--- config.mk ---
export PLATFORM = sky130hd
export DESIGN_NAME = pulpino_gpio_xfer_ctrl
export DESIGN_NICKNAME = d
export VERILOG_FILES = /design/src/rtl/pulpino_gpio_xfer_ctrl.sv
export SDC_FILE = /design/constraint.sdc
export NUM_CORES = 1
export LEC_CHECK = 0
export ABC_CLOCK_PERIOD_IN_PS = 3200
export BUFFER_PORTS_ARGS = -buffer_cell sky130_fd_sc_hd__buf_2
export CAP_MARGIN = 20
export CORE_MARGIN = 2
export CORE_UTILIZATION = 45
export CTS_CLUSTER_SIZE = 12
export DETAILED_ROUTE_END_ITERATION = 12
export HOLD_SLACK_MARGIN = 0.08
export PLACE_DENSITY = 0.66
export SLEW_MARGIN = 15
export SYNTH_ARGS = -nofsm -noshare
export SYNTH_HDL_FRONTEND = slang
export SYNTH_SLANG_ARGS = --single-unit
--- constraint.sdc ---
create_clock -name clk -period 3.2 [get_ports clk]
set_input_delay 0.32 -clock clk [delete_from_list [all_inputs] [get_ports clk]]
set_output_delay 0.32 -clock clk [all_outputs]
set_load 0.02 [all_outputs]
--- src/rtl/pulpino_gpio_xfer_ctrl.sv ---
// 32-bit word transfer sequencer over the PULPino 8-bit GPIO lanes.
// Ports: tx/rx word handshakes, GPIO byte lanes + toggle turn/ack, clear_err/err_timeout, busy.
module pulpino_gpio_xfer_ctrl #(
  parameter int unsigned pTIMEOUT   = 4096,
  parameter int unsigned pCNT_WIDTH = 16
) (
  input  logic        clk,
  input  logic        resetn,
  input  logic [31:0] tx_word,
  input  logic        tx_valid,
  output logic        tx_ready,
  output logic [31:0] rx_word,
  output logic        rx_valid,
  input  logic        rx_ready,
  output logic [7:0]  gpio_data_in,
  output logic        io_turn,
  input  logic        pulpino_ack,
  input  logic [7:0]  gpio_data_out,
  input  logic        pulpino_turn,
  output logic        io_ack,
  input  logic        clear_err,
  output logic        err_timeout,
  output logic        busy
);

  typedef enum logic {TX_IDLE, TX_WAIT} tx_state_t;
  typedef enum logic [1:0] {RX_IDLE, RX_RECV, RX_FULL} rx_state_t;

  localparam bit TMO_EN = (pTIMEOUT != 0);
  localparam logic [pCNT_WIDTH-1:0] TMO_LAST =
    pCNT_WIDTH'(pTIMEOUT - 1);

  tx_state_t             tx_state;
  rx_state_t             rx_state;
  logic [31:0]           tx_lat;
  logic [1:0]            tx_idx;
  logic [1:0]            rx_idx;
  logic [pCNT_WIDTH-1:0] tcnt;
  logic [pCNT_WIDTH-1:0] rcnt;

  logic tx_ack;
  logic tx_tmo;
  logic rx_pend;
  logic rx_take;
  logic rx_tmo;

  assign tx_ready = (tx_state == TX_IDLE);
  assign busy     = (tx_state != TX_IDLE) |
                    (rx_state == RX_RECV);

  assign tx_ack  = (tx_state == TX_WAIT) &&
                   (pulpino_ack == io_turn);
  assign tx_tmo  = TMO_EN && (tx_state == TX_WAIT) &&
                   !tx_ack && (tcnt == TMO_LAST);
  // A full word back-pressures PULPino by withholding the ack.
  assign rx_pend = (pulpino_turn != io_ack) &&
                   (rx_state != RX_FULL);
  assign rx_take = (rx_state == RX_FULL) &&
                   rx_valid && rx_ready;
  assign rx_tmo  = TMO_EN && (rx_state == RX_RECV) &&
                   !rx_pend && (rcnt == TMO_LAST);

  always_ff @(posedge clk or negedge resetn) begin
    if (!resetn) begin
      tx_state     <= TX_IDLE;
      tx_lat       <= '0;
      tx_idx       <= '0;
      tcnt         <= '0;
      gpio_data_in <= '0;
      io_turn      <= 1'b0;
    end else begin
      case (tx_state)
        TX_IDLE: begin
          if (tx_valid) begin
            tx_lat       <= tx_word;
            gpio_data_in <= tx_word[7:0];
            io_turn      <= ~io_turn;
            tx_idx       <= '0;
            tcnt         <= '0;
            tx_state     <= TX_WAIT;
          end
        end
        TX_WAIT: begin
          if (tx_ack) begin
            if (tx_idx == 2'd3) begin
              tx_state <= TX_IDLE;
            end else begin
              gpio_data_in <=
                tx_lat[{tx_idx + 2'd1, 3'b000} +: 8];
              io_turn <= ~io_turn;
              tx_idx  <= tx_idx + 2'd1;
              tcnt    <= '0;
            end
          end else if (tx_tmo) begin
            // Match the ack so the lane looks idle to PULPino.
            io_turn  <= pulpino_ack;
            tx_state <= TX_IDLE;
          end else if (tcnt != '1) begin
            tcnt <= tcnt + 1'b1;
          end
        end
      endcase
    end
  end

  always_ff @(posedge clk or negedge resetn) begin
    if (!resetn) begin
      rx_state <= RX_IDLE;
      rx_idx   <= '0;
      rcnt     <= '0;
      rx_word  <= '0;
      rx_valid <= 1'b0;
      io_ack   <= 1'b0;
    end else begin
      unique case (1'b1)
        rx_pend: begin
          rx_word[{rx_idx, 3'b000} +: 8] <= gpio_data_out;
          io_ack <= ~io_ack;
          rcnt   <= '0;
          if (rx_idx == 2'd3) begin
            rx_state <= RX_FULL;
            rx_valid <= 1'b1;
            rx_idx   <= '0;
          end else begin
            rx_state <= RX_RECV;
            rx_idx   <= rx_idx + 2'd1;
          end
        end
        rx_take: begin
          rx_valid <= 1'b0;
          rx_state <= RX_IDLE;
        end
        rx_tmo: begin
          rx_state <= RX_IDLE;
          rx_idx   <= '0;
          rcnt     <= '0;
        end
        default: begin
          if (rx_state == RX_RECV && rcnt != '1)
            rcnt <= rcnt + 1'b1;
        end
      endcase
    end
  end

  // A new timeout wins over a same-cycle clear.
  always_ff @(posedge clk or negedge resetn) begin
    if (!resetn)
      err_timeout <= 1'b0;
    else if (tx_tmo || rx_tmo)
      err_timeout <= 1'b1;
    else if (clear_err)
      err_timeout <= 1'b0;
  end

endmodule
# --- Yosys cells after proc, flatten, opt, wreduce, memory -nomap -nowiden ---
# Cells that the tools add are included.
word_totals:
  input_bits: 47
  word_cells: 105
  register_bits: 115
  output_inout_bits: 46
classes:
  n_eq_ne: 19
  n_bitwise: 5
  n_addsub: 5
  shifts: 3
  reduce_logical: 25
  mux: 35
op_table:
  columns: ["cell", "n"]
  rows:
  - ["two-way mux 16 bit", 6]
  - ["case mux 16 bit (2 select lines)", 2]
  - ["adder 16 x 1 -> 16 bit (second input constant)", 2]
  - ["bitwise mux 32 bit", 1]
  - ["== test 16 x 12 -> 1 bit (second input constant)", 2]
  - ["inequality test 16 bit (second input constant)", 2]
  - ["variable shift 8 x 7 -> 32 bit (first input constant)", 1]
  - ["indexed part select 32 x 6 -> 8 bit", 1]
  - ["indexed part select 8 x 7 -> 32 bit", 1]
  - ["two-way mux 8 bit", 3]
  - ["case mux 8 bit (2 select lines)", 1]
  - ["case mux 2 bit (2 select lines)", 3]
  - ["two-way mux 1 bit", 11]
  - ["two-way mux 2 bit", 5]
  - ["nonzero test 2 bit", 5]
  - ["logical AND 1 bit", 9]
  - ["negation 5 -> 7 bit", 1]
  - ["== test 2 bit (second input constant)", 3]
  - ["inequality test 2 bit (second input constant)", 3]
  - ["inequality test 3 x 1 -> 1 bit (second input constant)", 2]
  - ["inequality test 3 bit (second input constant)", 2]
  - ["case mux 1 bit (2 select lines)", 3]
  - ["AND reduction 2 bit", 3]
  - ["AND reduction 3 bit", 2]
  - ["other kinds (11)", 18]

# --- Depth between registers and ports, before layout ---
logic_depth:
  word_depth: 8
  ltp_mapped: 6
  ltp_nobuf: 5

# --- Worst setup path before layout ---
# OpenSTA, ideal clock, no wires.
synth_timing:
  kind: "register to register"
  from: "register tcnt[0]"
  to: "register tcnt[7]"
  path_buffers: 0
  setup_ps: 91
  path_stages_with_launch: 6
  required_time_ps: 3109
  setup_slack_ps: 1311
  period_less_slack_ps: 1889
  t_arrival_ps: 1798
  cell_sequence: "dfrtp_1 ha_1 nand2_1 or4_4 o31a_1 o221ai_1"
synth_via:
  elab_chain_cells: 5
  word_cells_on_any_way: 11
  classes_between: "add/sub: 1; eq/ne: 4; mux: 4; reduce/logical: 2"
synth_lines:
  columns: ["item", "line", "source"]
  rows:
  - ["start, declared", "38", "logic [pCNT_WIDTH-1:0] tcnt;"]
  - ["start signal, assigned", "99", "tcnt <= tcnt + 1'b1;"]
  - ["adder 16 x 1 -> 16 bit", "99", null]
  - ["two-way mux 16 bit", "98", "end else if (tcnt != '1) begin"]
  - ["two-way mux 16 bit", "94", "end else if (tx_tmo) begin"]
  - ["two-way mux 16 bit", "84", "if (tx_ack) begin"]
  - ["case mux 16 bit (2 select lines)", "72", "case (tx_state)"]
# Several ways; a longest one is shown, not always the timed one. The select of a mux whose other input is x is not followed.
# A chain may end at the register's enable or synchronous reset.

# --- Worst setup path in the final report ---
layout_timing:
  from: "register tx_idx[0]"
  to: "register gpio_data_in[1]"
layout_via:
  elab_chain_cells: 5
  word_cells_on_any_way: 8
  classes_between: "add/sub: 1; eq/ne: 2; shift: 1; mux: 3; reduce/logical: 1"
layout_lines:
  columns: ["item", "line", "source"]
  rows:
  - ["start, declared", "36", "logic [1:0] tx_idx;"]
  - ["start signal, assigned", "91", "tx_idx <= tx_idx + 2'd1;"]
  - ["adder 2 x 1 -> 2 bit", "89", "tx_lat[{tx_idx + 2'd1, 3'b000} +: 8];"]
  - ["indexed part select 32 x 6 -> 8 bit", "89", null]
  - ["two-way mux 8 bit", "85", "if (tx_idx == 2'd3) begin"]
  - ["two-way mux 8 bit", "84", null]
  - ["case mux 8 bit (2 select lines)", "72", null]
  - ["end signal, assigned", "76", "gpio_data_in <= tx_word[7:0];"]
  - ["end signal, assigned", "88", "gpio_data_in <="]
  - ["end, declared", "15", "output logic [7:0] gpio_data_in,"]
# Several ways; a longest one is shown, not always the timed one. The select of a mux whose other input is x is not followed.

==> summary.md <==
| Metric | Value |
|---|---|
| Final #Nets | 628 |
| EDFF count, synth | 0 |
| Tcrit/Tclk final | 71.56% |
| Avg Vias per Cell | 5.709 |
| Final hold violation count | 0 |
| Highest-count cells in the layout ignoring fill and taps | 115 x dfrtp_1, 91 x buf_2, 50 x mux2_2 |
| First-pass GRT wire length | 20890 um |
| Die Area | 13410 sq um |
| Final core occ | a little under three fifths |
| Simple-gate area share of the yosys netlist | 15.89% |
| WL met3 | about 400 um |
| GP Congestion | 0.8077 |
| Total negative slack | 0 ps |
| DP HPWL | 8710 um |
| Post-Route M1 WL | 5593 um |
| Most common cell after layout, fill and taps aside | dfrtp_1 |
| Max Used Layer | met4 |
| Clk root buf | clkbuf_16 |
| Synthesized flop and latch total | approximately 120 |
| Fill count | 1075 |
| Clk_skew | 6.127 ps |
| Outcome | completed |
| Final critical-path required period | 2290 ps |
| Yosys warns | 0 |
| Peak VDD IR | 0.0005502 V |
| Register Area | 2878 sq um |
| Metal2 WL | between 6000 and 7000 um |
| Htree depth | 4 |
| Final WL | 12570 um |
| Post-DP Area | 6245 sq um |
| Grt total ovfl | 0 |
| Worst-Margin Slew | 868.1 ps |
| Initial antenna violation count | 0 |
| I/O pins | 93 |
| Worst Hold Margin | ~130 ps |
| Area grow syn2layout | 21.81% |
| Hold-fix buffers, CTS | 1 |
| CTS tree | yes |
| Startpoint types | flop |
| Total CTS buffers | 17 |
| Slew HR | 42.00% |
| Setup crit end kind | flop |
| Antenna diode count | 0 |
| Largest net degree at the start of global routing | 66 |
| Setup repair bufs after CTS | 0 |
| First-pass DRT Iterations | 4 |
| Largest family of logic cells by synthesized area | simple AND/OR/NAND/NOR gates |
| Post-DRT Antenna Nets | 0 |
| Chip Width | 115.8 um |
| DIE HEIGHT | 115.8 um |
| Mapped cell area | roughly 5600 sq um |
| Clk sink count | 115 |
| Area of the multi-input gates | 2615 sq um |
| Post-synthesis sequential area ratio | about 51% |
| Async set or reset register ratio after synthesis | 100.0% |
| Worst-path clk slew | 50 ps |
| Unrepaired setup endpoints after global routing | false |
| Port bufs | 92 |
| Final instance area | between 6000 and 7000 sq um |
| Avg Inst Size Synth | 11.76 sq um |
| Core Box Area | 12110 sq um |
| Leak | 3.165 nW |
| Post-Syn Instances | 478 |
| Xor and xnor area share after synthesis | 0.7788% |
| Synth Flop Type | dfrtp_1 |
| Achievable frequency | 436.7 MHz |
| Slew Limit Fails | 0 |
| WL per Instance | 16.72 um |
| Vias | between 4k and 5k |
| Crit path kind | flop to flop |
| Post-CTS sizing | 0 |
| Proportion of layout cells with a drive suffix above 1 | a little under two fifths |
| Mux contribution to synthesized area | 13.75% |
| DRC | 0 |
| Arr. time, crit path | around 2600 ps |
| PD cells | 989.8 nW/um^2 |
| FP Rows | 40 |
| Setup Viol. Count Final | 0 |
| Post-Synth Adder-Cell Area | 2.003% |
| WP data required | around 3500 ps |
| Worst-path maximum fanout | 11 |
| Unique masters post-synth | 49 |
| Initial drt markers | 363 |
| Initial Utilization | between 40% and 50% |
| Post-synthesis compound-gate area fraction | 14.00% |
| Worst-Skew Late Latency | 410 ps |
| Vias in the first global route | around 4.2k |
| Hold WC Path Type | primary input to flop |
| GRT Overall Usage | 20.29% |
| CTS Buffer Depth | 2 |
| Max-cap viol count | 0 |
| Syn_nets | 534 |
-- worst paths after layout --
check | from | cells past startpoint | slack, ps | end
max | tx_idx[0]$_DFFE_PN0P_ | 4 | 910 | gpio_data_in[1]$_DFFE_PN0P_
min | tx_word[28] | 2 | 130 | tx_lat[28]$_DFFE_PN0P_
max reg2reg | tx_idx[0]$_DFFE_PN0P_ | 4 | 910 | gpio_data_in[1]$_DFFE_PN0P_
min reg2reg | rx_word[4]$_DFFE_PN0P_ | 1 | 480 | rx_word[4]$_DFFE_PN0P_
max in group asynchronous | resetn | 3 | 1740 | tx_lat[12]$_DFFE_PN0P_
min in group asynchronous | resetn | 2 | 570 | rx_word[30]$_DFFE_PN0P_
-- cell usage after synthesis (2+ instances only) --
| library cell | n | area (sq um) |
|---|---|---|
| clkbuf_1 | 14 | 52.55 |
| nand3_1 | 16 | 80.08 |
| o31ai_1 | 7 | 52.55 |
| buf_1 | 3 | 11.26 |
| mux4_2 | 8 | 180.2 |
| nor3_1 | 6 | 30.03 |
| o211a_1 | 2 | 20.02 |
| a21bo_2 | 32 | 320.3 |
| or4_1 | 11 | 82.58 |
| nand2b_1 | 2 | 12.51 |
| inv_1 | 11 | 41.29 |
| and3_1 | 11 | 68.82 |
| buf_2 | 6 | 30.03 |
| nand4_1 | 39 | 244.0 |
| mux2_2 | 50 | 563.0 |
| dfrtp_1 | 115 | 2878 |
| o21ai_0 | 13 | 65.06 |
| xor2_1 | 2 | 17.52 |
| nor2_1 | 9 | 33.78 |
| nor2b_1 | 3 | 18.77 |
| a31oi_1 | 5 | 31.28 |
| nor3b_1 | 5 | 37.54 |
| a21oi_1 | 16 | 80.08 |
| mux2i_1 | 3 | 30.03 |
| a21boi_0 | 2 | 15.01 |
| o41ai_1 | 2 | 17.52 |
| o221ai_1 | 3 | 26.28 |
| or3_1 | 8 | 50.05 |
| nand2_1 | 29 | 108.9 |
| and4_1 | 6 | 52.55 |
| xnor2_1 | 3 | 26.28 |
| a211o_1 | 6 | 52.55 |
| ha_1 | 9 | 112.6 |
| nor4_1 | 6 | 37.54 |
-- worst max-delay path, stage by stage, from the launching register on --
cell	delay, ps
dfrtp_1	590
ha_1	650
mux4_2	380
mux2_2	280
mux2_2	260
-- sequential cells by signal, summed over array words and instances, names as in the netlist, 2 cells and up --
| signal | cells |
|---|---|
| rcnt | 16 |
| tcnt | 16 |
| rx_state | 2 |
| gpio_data_in | 8 |
| rx_idx | 2 |
| tx_lat | 32 |
| rx_word | 32 |
| tx_idx | 2 |
-- final cells by class --
cell class	instances	area share (%)
timing repair buffer	98	7.453
clock inverter	11	1.863
multi-input combinational	329	38.18
tap	168	3.069
sequential	115	42.02
inverter	11	0.6028
clock buffer	20	6.814
-- where the power goes --
group	total (mW)	internal (mW)	leakage, nW	switching, mW
combinational	2.51	1.18	1.41	1.33
clock	1.88	1.20	0.273	0.674
sequential	2.39	2.00	1.48	0.396
-- cell families after synthesis --
| family | after synthesis |
|---|---|
| AOI/OAI and AO/OA | 99 |
| xor gates and xnor gates | 5 |
| adders and majority gates | 9 |
| buffers and inverters | 34 |
| DFF | 115 |
| muxes | 61 |
| and+or+nand+nor | 155 |
-- metal layers --
layer / vias to the layer above / track usage (%)
met1: 2148 / 27.47
met3: 27 / 4.027
met4: 0 / 10.63
li1: 2030 / -
met2: 88 / 31.11
met5: - / 0
-- per-stage QoR --
stage	cells	total power, mW	setup WS, ps
after floorplan	478	4.190	1311
after global placement	720	4.816	1016
after detailed placement	720	4.932	903.5
after CTS	752	6.852	857.5
after global routing	752	7.189	794.1
final	752	6.779	910.1
Note: power is estimated with default switching activity, not from simulation.
